===== config.mk =====
export PLATFORM = sky130hd
export DESIGN_NAME = scpu_alu
export DESIGN_NICKNAME = d
export VERILOG_FILES = /design/src/rtl/scpu_alu.sv
export SDC_FILE = /design/constraint.sdc
export NUM_CORES = 1
export LEC_CHECK = 0
export CAP_MARGIN = 10
export CORE_MARGIN = 10
export CORE_UTILIZATION = 54
export DETAILED_ROUTE_END_ITERATION = 7
export GPL_TIMING_DRIVEN = 1
export PLACE_DENSITY = 0.82
export SYNTH_ARGS = -nofsm -noshare
export SYNTH_HDL_FRONTEND = slang
export SYNTH_SLANG_ARGS = --single-unit

===== constraint.sdc =====
create_clock -name clk -period 1.4 [get_ports clk]
set_clock_uncertainty 0.15 [all_clocks]
set_input_delay 0.42 -clock clk [delete_from_list [all_inputs] [get_ports clk]]
set_output_delay 0.42 -clock clk [all_outputs]
set_load 0.03 [all_outputs]

===== src/rtl/scpu_alu.sv =====
// Registered 32-bit integer ALU for the single-cycle CPU datapath.
// Ports: clk, rst (async high); a, b, alu_control in; alu_result, zero, cout, overflow out (registered).
module scpu_alu #(
    parameter int WIDTH = 32
) (
    input  logic             clk,
    input  logic             rst,
    input  logic [WIDTH-1:0] a,
    input  logic [WIDTH-1:0] b,
    input  logic [2:0]       alu_control,
    output logic [WIDTH-1:0] alu_result,
    output logic             zero,
    output logic             cout,
    output logic             overflow
);

    localparam logic [2:0] OP_ADD = 3'b000;
    localparam logic [2:0] OP_SUB = 3'b001;
    localparam logic [2:0] OP_NOT = 3'b010;
    localparam logic [2:0] OP_AND = 3'b011;
    localparam logic [2:0] OP_OR  = 3'b100;
    localparam logic [2:0] OP_XOR = 3'b101;
    localparam logic [2:0] OP_SLT = 3'b110;
    localparam logic [2:0] OP_EQ  = 3'b111;

    logic             inv_b;
    logic [WIDTH-1:0] b_add;
    logic [WIDTH:0]   sum;
    logic             ovf_raw;
    logic             lt;

    logic [WIDTH-1:0] result_d, result_q;
    logic             zero_d, zero_q;
    logic             cout_d, cout_q;
    logic             ovf_d, ovf_q;

    // One shared adder: anything other than ADD runs it as a - b so
    // SLT can reuse the subtract result and its overflow.
    assign inv_b   = (alu_control != OP_ADD);
    assign b_add   = inv_b ? ~b : b;
    assign sum     = {1'b0, a} + {1'b0, b_add} + {{WIDTH{1'b0}}, inv_b};
    assign ovf_raw = (a[WIDTH-1] == b_add[WIDTH-1]) &&
                     (sum[WIDTH-1] != a[WIDTH-1]);
    // Sign of a-b, corrected when the subtraction overflowed.
    assign lt      = sum[WIDTH-1] ^ ovf_raw;

    always_comb begin
        result_d = '0;
        cout_d   = 1'b0;
        ovf_d    = 1'b0;
        unique case (alu_control)
            OP_ADD: begin
                result_d = sum[WIDTH-1:0];
                cout_d   = sum[WIDTH];
                ovf_d    = ovf_raw;
            end
            OP_SUB: begin
                result_d = sum[WIDTH-1:0];
                cout_d   = sum[WIDTH];
                ovf_d    = ovf_raw;
            end
            OP_NOT: result_d = ~a;
            OP_AND: result_d = a & b;
            OP_OR:  result_d = a | b;
            OP_XOR: result_d = a ^ b;
            OP_SLT: result_d = {{(WIDTH-1){1'b0}}, lt};
            OP_EQ:  result_d = {{(WIDTH-1){1'b0}}, (a == b)};
            default: result_d = '0;
        endcase
        zero_d = (result_d == '0);
    end

    always_ff @(posedge clk or posedge rst) begin
        if (rst) begin
            result_q <= '0;
            zero_q   <= 1'b0;
            cout_q   <= 1'b0;
            ovf_q    <= 1'b0;
        end else begin
            result_q <= result_d;
            zero_q   <= zero_d;
            cout_q   <= cout_d;
            ovf_q    <= ovf_d;
        end
    end

    assign alu_result = result_q;
    assign zero       = zero_q;
    assign cout       = cout_q;
    assign overflow   = ovf_q;

endmodule


==> flow_metrics.tcl, run 1 <==
set metrics [dict create \
    run_status "stopped before the end" \
    stop_stage "global routing" \
    first-error "[ERROR GRT-0232] Routing congestion too high. Check the congestion heatmap in the GUI." \
    port-buffer-count 103 \
    clock_tree.buffer_depth 2 \
    synth_warn 0 \
    detailed_place_hpwl_microns 19000 \
    place.gp.congestion 1.04 \
    floorplan.die.height_microns 121 \
    pin_count 104 \
    synthesis.nets 866 \
    cts-root-buf "sky130_fd_sc_hd__clkbuf_8" \
    ctsHoldBuffers 0 \
    post_synth.cell_area_avg_sq_um 7.86 \
    dominantRegCellSynth "sky130_fd_sc_hd__dfrtp_1" \
    count_of_unique_library_cells_instantiated_by_yosys 73 \
    initial_standard_cell_utilization_of_the_core_pct 55.8 \
    yosys_register_bits 35 \
    synth_cell_area_sq_um 5500 \
    dp.cells 1137 \
    grt_remaining_overflow 1002 \
    synth_edf_count 0 \
    placedInstanceArea_sq_um 8340 \
    numCtsBuffers 5 \
    core.rowCount 36 \
    synth_sequential_area_ratio_pct 15.9 \
    async_flop_share_pct 100 \
    largest_net_degree_at_the_start_of_global_routing 41 \
    post_synth_inst_count 700 \
    globalRouteTotalUtil_pct 88.6 \
    cts_num_sinks 35 \
    cts_htree_levels 2 \
    fp.dieW_microns 121 \
]
[cells by family after synthesis]
kind of cell	synth area share, %
adders and majority gates	22.2
AOI/OAI and AO/OA	27.6
buffers and inverters	10.1
muxes	0.591
xor gates and xnor gates	8.27
and+or+nand+nor	15.4
DFF	15.9
[layer usage]
layer  GRT usage [%]  overflow
met4             101       254
met1            77.8        15
met5            37.5         5
met2             113       709
met3            72.6        19
[what timing repair did]
| action | CTS |
|---|---|
| gates cloned | 3 |
| resized for setup | 177 |
| endpoints found under the setup margin | 58 |
| endpoints found under the hold margin | 0 |
| pin swaps | 86 |
| setup buffers | 39 |
[Yosys cell counts (3+ instances only)]
library cell / n / area share [%]
sky130_fd_sc_hd__nor2_1: 39 / 2.7
sky130_fd_sc_hd__buf_6: 8 / 1.6
sky130_fd_sc_hd__buf_1: 6 / 0.41
sky130_fd_sc_hd__o31ai_1: 4 / 0.55
sky130_fd_sc_hd__o21ai_0: 40 / 3.6
sky130_fd_sc_hd__a22oi_1: 13 / 1.8
sky130_fd_sc_hd__clkbuf_1: 21 / 1.4
sky130_fd_sc_hd__nor2b_1: 5 / 0.57
sky130_fd_sc_hd__nand3_1: 17 / 1.5
sky130_fd_sc_hd__a221o_1: 6 / 1.1
sky130_fd_sc_hd__o221ai_1: 10 / 1.6
sky130_fd_sc_hd__ha_1: 96 / 22
sky130_fd_sc_hd__xor2_1: 10 / 1.6
sky130_fd_sc_hd__dfrtp_1: 35 / 16
sky130_fd_sc_hd__a31oi_1: 6 / 0.68
sky130_fd_sc_hd__nor4_1: 10 / 1.1
sky130_fd_sc_hd__nand4_1: 11 / 1.3
sky130_fd_sc_hd__nand2_1: 45 / 3.1
sky130_fd_sc_hd__and2_1: 4 / 0.45
sky130_fd_sc_hd__a211oi_1: 7 / 0.95
sky130_fd_sc_hd__or3_1: 5 / 0.57
sky130_fd_sc_hd__a221oi_1: 12 / 1.9
sky130_fd_sc_hd__nand2b_1: 6 / 0.68
sky130_fd_sc_hd__a21oi_1: 34 / 3.1
sky130_fd_sc_hd__buf_2: 4 / 0.36
sky130_fd_sc_hd__a21o_1: 10 / 1.4
sky130_fd_sc_hd__o211ai_1: 13 / 1.8
sky130_fd_sc_hd__inv_1: 86 / 5.9
sky130_fd_sc_hd__o22ai_1: 26 / 3.0
sky130_fd_sc_hd__o21ai_1: 3 / 0.27
sky130_fd_sc_hd__nor3_1: 11 / 1.0
sky130_fd_sc_hd__o21a_1: 3 / 0.41
sky130_fd_sc_hd__xnor2_1: 42 / 6.7
[through the flow]
step                setup WS [ps]  setup TNS (ps)  util [%]
CTS                         -2220          -53180      97.2
detailed placement          -3100          -79260      84.6
floorplan                   -2210          -48460         -
global placement            -2980          -76080      84.6
==> run 2: changes to the inputs <==
--- a/config.mk
+++ b/config.mk
@@ -7,10 +7,10 @@
 export LEC_CHECK = 0
 export CAP_MARGIN = 10
 export CORE_MARGIN = 10
-export CORE_UTILIZATION = 54
+export CORE_UTILIZATION = 40
 export DETAILED_ROUTE_END_ITERATION = 7
 export GPL_TIMING_DRIVEN = 1
-export PLACE_DENSITY = 0.82
+export PLACE_DENSITY_LB_ADDON = 0.15
 export SYNTH_ARGS = -nofsm -noshare
 export SYNTH_HDL_FRONTEND = slang
 export SYNTH_SLANG_ARGS = --single-unit
==> run 2 against run 1 <==
  * The flow now finishes, with violations (negative setup slack)
  * Synthesized cell count is the same
  * Synthesized area unchanged
==> flow_metrics.tcl, run 2 <==
set metrics [dict create \
    worstPathRequired_ps 1450 \
    place.gp.congestion 0.994 \
    setup.worst_path.start "alu_control[0]" \
    totalNegativeSetupSlack_ps -57380 \
    report.final.slew_viol_count 0 \
    met3RoutedLength_microns 2210 \
    num_vias 7125 \
    largest_net_degree_at_the_start_of_global_routing 41 \
    cts_num_sinks 35 \
    synth_adder_area_share_pct 22.2 \
    count_of_unique_library_cells_instantiated_by_yosys 73 \
    layout-drive-gt1-share_pct 46.6 \
    drt-pass1-iter-count 7 \
    holdWs_ps 351 \
    crit_path_max_fanout 6 \
    pre_cts_ws_ps -3100 \
    fp.dieW_microns 137 \
    synth_warn 0 \
    final.setup.worst_slack_ps -2250 \
    ant_nets 0 \
    highest-signal-layer "met4" \
    achievable-frequency_ghz 0.274 \
    initial_standard_cell_utilization_of_the_core_pct 41.2 \
    run_status "finished with violations" \
    post-synth-top-count-cell "sky130_fd_sc_hd__ha_1" \
    arrival_worst_endpoint_ps 3700 \
    synth_top_family_by_area "compound AO/OA/AOI/OAI gates" \
    antenna_cells 0 \
    dieArea_sq_um 18900 \
    number_of_flip_flops_under_the_largest_register_name 32 \
    post_synth_inst_count 700 \
    fillers 903 \
    core_region_area_sq_um 13300 \
    min_path_type "in -> async" \
    synthesis.nets 866 \
    wl_met1_microns 10700 \
    synthTopCellsByCount "96 x sky130_fd_sc_hd__ha_1, 86 x sky130_fd_sc_hd__inv_1, 45 x sky130_fd_sc_hd__nand2_1, 42 x sky130_fd_sc_hd__xnor2_1, 40 x sky130_fd_sc_hd__o21ai_0" \
    vdd_drop_max_v 0.000461 \
    critical_path.endpoint_type "flop" \
    leakage_uw 0.00487 \
    drt-initial-drc-count 830 \
    synth_top_area_cell "sky130_fd_sc_hd__ha_1" \
    layout.nets 1232 \
    synth_sequential_area_ratio_pct 15.9 \
    yosys_register_bits 35 \
    port-buffer-count 103 \
    floorplan.die.height_microns 137 \
    area_fraction_in_compound_gates_after_synthesis_pct 27.6 \
    grt_pass1_wl_microns 37700 \
    async_flop_share_pct 100 \
    clock_tree.buffer_depth 2 \
    cts_htree_levels 2 \
    drv_cap 0 \
    most-common-layout-cells "265 x sky130_fd_sc_hd__buf_4, 84 x sky130_fd_sc_hd__ha_1, 77 x sky130_fd_sc_hd__inv_1, 60 x sky130_fd_sc_hd__clkdlybuf4s50_1, 55 x sky130_fd_sc_hd__buf_6" \
    dominantRegCellSynth "sky130_fd_sc_hd__dfrtp_1" \
    layout.cells.most_common "sky130_fd_sc_hd__buf_4" \
    cts_tree "built" \
    min_period_ps 3650 \
    post_synth.cell_area_avg_sq_um 7.86 \
    synthSimpleGateAreaFrac_pct 15.4 \
    cts-root-buf "sky130_fd_sc_hd__clkbuf_16" \
    relSlewSlack_pct 64.1 \
    setup-violations-final 40 \
    pin_count 104 \
    routedWlPerCell_microns 21.2 \
    layout_worst_path_cycle_share_pct 261 \
    met2_length_microns 12600 \
    grt_setup_unrepaired "yes" \
    synth_edf_count 0 \
    clock_transition_at_the_registers_of_the_reported_paths_ps 60 \
    avgViaCountPerCell 5.74 \
    detailed_place_hpwl_microns 18900 \
    hold_violations 0 \
    detail_route.drc_violations 0 \
    worstMarginPinSlew_ps 536 \
    crit_path_start_kind "input port" \
    syn2layout_area_growth_pct 86.7 \
    violations "negative setup slack" \
    synth_cell_area_sq_um 5500 \
    numCtsBuffers 5 \
    globalRouteTotalUtil_pct 25.4 \
    grt_remaining_overflow 0 \
    wirelength_microns 26300 \
    yosys-top-cells-area "sky130_fd_sc_hd__ha_1 22%, sky130_fd_sc_hd__dfrtp_1 16%, sky130_fd_sc_hd__xnor2_1 6.7%" \
    core.rowCount 42 \
    p_per_cell_area_nw_per_um2 761 \
    crit_end "zero" \
    antenna_found_initial 0 \
    grt_pass1_vias 7111 \
    synth_mux_area_share_pct 0.591 \
    worst-setup-path-type "in -> reg" \
    synth-xor-area-share_pct 8.27 \
    synth_largest_type_area_fraction_pct 21.8 \
]
==> run 2: cell counts after synthesis <==
Identical to the previous run, type by type.
==> run 2: per-stage QoR <==
step                cells  total power [uW]  utilization, %  area [sq um]
floorplan             700              3210               -          5610
global placement     1181              5250            63.2          8430
finish               1242              7820            77.0         10300
CTS                  1218              6980            70.5          9410
global route         1242              8170            77.0         10300
detailed placement   1181              5310            63.2          8430
==> run 2: metal layers <==
metal,vias up,track usage [%]
li1,3276,-
met1,3412,32.8
met2,362,42.9
met3,75,3.57
met4,0,7.73
met5,-,0
==> run 2: cells by family (layout without fill, tap and decap cells) <==
kind of cell | count (synthesis) | count (layout)
XOR/XNOR | 52 | 52
adder cells (fa/ha/maj) | 97 | 97
AO/OA/AOI/OAI | 217 | 217
flip-flops | 35 | 35
AND/OR/NAND/NOR | 169 | 169
buffers and inverters | 127 | 493
multiplexers | 3 | 3
==> run 2: area by class of cell <==
class	instances	area (sq um)	share of cell area, %
Timing Repair Buffer	400	3550	34.6
Tap cell	176	220	2.14
Multi-Input combinational cell	538	5160	50.2
Clock inverter	1	5.00	0.0487
Sequential cell	35	876	8.52
Clock buffer	6	139	1.35
Inverter	86	323	3.14
==> run 2: report_power, final <==
group / internal (uW) / switching (uW) / leakage [uW]
Clock: 694 / 419 / 0.0000727
Combinational: 2760 / 2740 / 0.00437
Sequential: 1150 / 52.9 / 0.000432
Total: 4610 / 3210 / 0.00487
==> run 2: how the worst min path moves through the flow <==
stage | from | endpoint | slack (ps) | cells after the start
CTS | rst | alu_result[30] | 360 | 3
global placement | rst | alu_result[4] | 650 | 3
global route | rst | alu_result[28] | 390 | 3
floorplan | rst | alu_result[0] | 420 | 1
detailed placement | rst | alu_result[6] | 660 | 3
finish | rst | alu_result[30] | 350 | 3
==> run 2: critical path, stage by stage <==
cell	delay (ps)
sky130_fd_sc_hd__buf_8	100
sky130_fd_sc_hd__nor3_4	230
sky130_fd_sc_hd__buf_6	180
sky130_fd_sc_hd__buf_12	150
sky130_fd_sc_hd__xnor2_1	80
sky130_fd_sc_hd__ha_2	400
sky130_fd_sc_hd__and4_4	240
sky130_fd_sc_hd__o2111a_1	220
sky130_fd_sc_hd__nand2b_1	70
sky130_fd_sc_hd__o211ai_1	450
sky130_fd_sc_hd__a41oi_2	220
sky130_fd_sc_hd__nor3_2	240
sky130_fd_sc_hd__o211ai_1	160
sky130_fd_sc_hd__nor4_4	190
sky130_fd_sc_hd__nand4_1	140
sky130_fd_sc_hd__nor3_1	200
==> run 2: timing repair <==
item,in CTS,in global routing
endpoints found under the hold margin,0,0
resized for setup,137,148
pin swaps,70,108
hold buffers,0,0
buffers inserted,34,45
endpoints found under the setup margin,40,43
gates cloned,2,0
Power figures use the tool's default switching activity.
==> run 3: changes to the inputs <==
--- a/config.mk
+++ b/config.mk
@@ -7,7 +7,7 @@
 export LEC_CHECK = 0
 export CAP_MARGIN = 10
 export CORE_MARGIN = 10
-export CORE_UTILIZATION = 40
+export CORE_UTILIZATION = 54
 export DETAILED_ROUTE_END_ITERATION = 7
 export GPL_TIMING_DRIVEN = 1
 export PLACE_DENSITY_LB_ADDON = 0.15
==> run 3 against run 2 <==
  * The run now fails in global routing
  * Synthesized area is the same
  * Synthesized cell count is the same
==> flow_metrics.tcl, run 3 <==
set metrics [dict create \
    cts-root-buf "sky130_fd_sc_hd__clkbuf_8" \
    initial_standard_cell_utilization_of_the_core_pct 55.8 \
    synth_warn 0 \
    post_synth_inst_count 700 \
    stop_stage "global routing" \
    globalroute.repair_timing.worst_endpoint "zero$_DFF_PP0_/D" \
    yosys_register_bits 35 \
    synthSimpleGateAreaFrac_pct 15.4 \
    run_status "stopped before the end" \
    post-synth-top-count-cell "sky130_fd_sc_hd__ha_1" \
    yosys-top-cells-area "sky130_fd_sc_hd__ha_1 22%, sky130_fd_sc_hd__dfrtp_1 16%, sky130_fd_sc_hd__xnor2_1 6.7%" \
    first-error "[ERROR DPL-0038] Utilization greater than 100%, impossible to legalize" \
    port-buffer-count 103 \
    post_synth.cell_area_avg_sq_um 7.86 \
    fp.dieW_microns 121 \
    synth_adder_area_share_pct 22.2 \
    synth_sequential_area_ratio_pct 15.9 \
    count_of_unique_library_cells_instantiated_by_yosys 73 \
    worst_endpoint_type "sequential cell input" \
    synth_largest_type_area_fraction_pct 21.8 \
    synth_mux_area_share_pct 0.591 \
    synth-xor-area-share_pct 8.27 \
    synth_top_area_cell "sky130_fd_sc_hd__ha_1" \
    synth_edf_count 0 \
    core.rowCount 36 \
    ctsHoldBuffers 0 \
    dp.cells 1128 \
    synthTopCellsByCount "96 x sky130_fd_sc_hd__ha_1, 86 x sky130_fd_sc_hd__inv_1, 45 x sky130_fd_sc_hd__nand2_1, 42 x sky130_fd_sc_hd__xnor2_1, 40 x sky130_fd_sc_hd__o21ai_0" \
    cts_num_sinks 35 \
    synthesis.nets 866 \
    async_flop_share_pct 100 \
    floorplan.die.height_microns 121 \
    clock_tree.buffer_depth 2 \
    detailed_place_hpwl_microns 18900 \
    pin_count 104 \
    synth_cell_area_sq_um 5500 \
    area_fraction_in_compound_gates_after_synthesis_pct 27.6 \
    dominantRegCellSynth "sky130_fd_sc_hd__dfrtp_1" \
    numCtsBuffers 5 \
    place.gp.congestion 1.08 \
    synth_top_family_by_area "compound AO/OA/AOI/OAI gates" \
    cts_htree_levels 2 \
    largest_net_degree_at_the_start_of_global_routing 41 \
]
-- run 3: cell counts after synthesis --
Identical to the previous run, type by type.
-- run 3: cells by family after synthesis --
group           count (synthesis)
mux                             3
flops                          35
simple gates                  169
fa+ha+maj                      97
buf+inv                       127
xor+xnor                       52
compound gates                217
-- run 3: repair_timing --
action / 4_1_cts
resized for setup: 192
cloned: 1
pin swaps: 91
endpoints found under the setup margin: 61
buffers inserted: 47
-- run 3: per-stage QoR --
stage	hold slack [ps]	utilization, %	TNS, ps	setup WS, ps	instance area, sq um
2_1_floorplan	424	-	-48460	-2210	5610
3_3_place_gp	638	84.2	-78460	-2950	8300
3_5_place_dp	662	84.2	-81560	-2970	8300
4_1_cts	333	97.4	-54940	-2120	9610
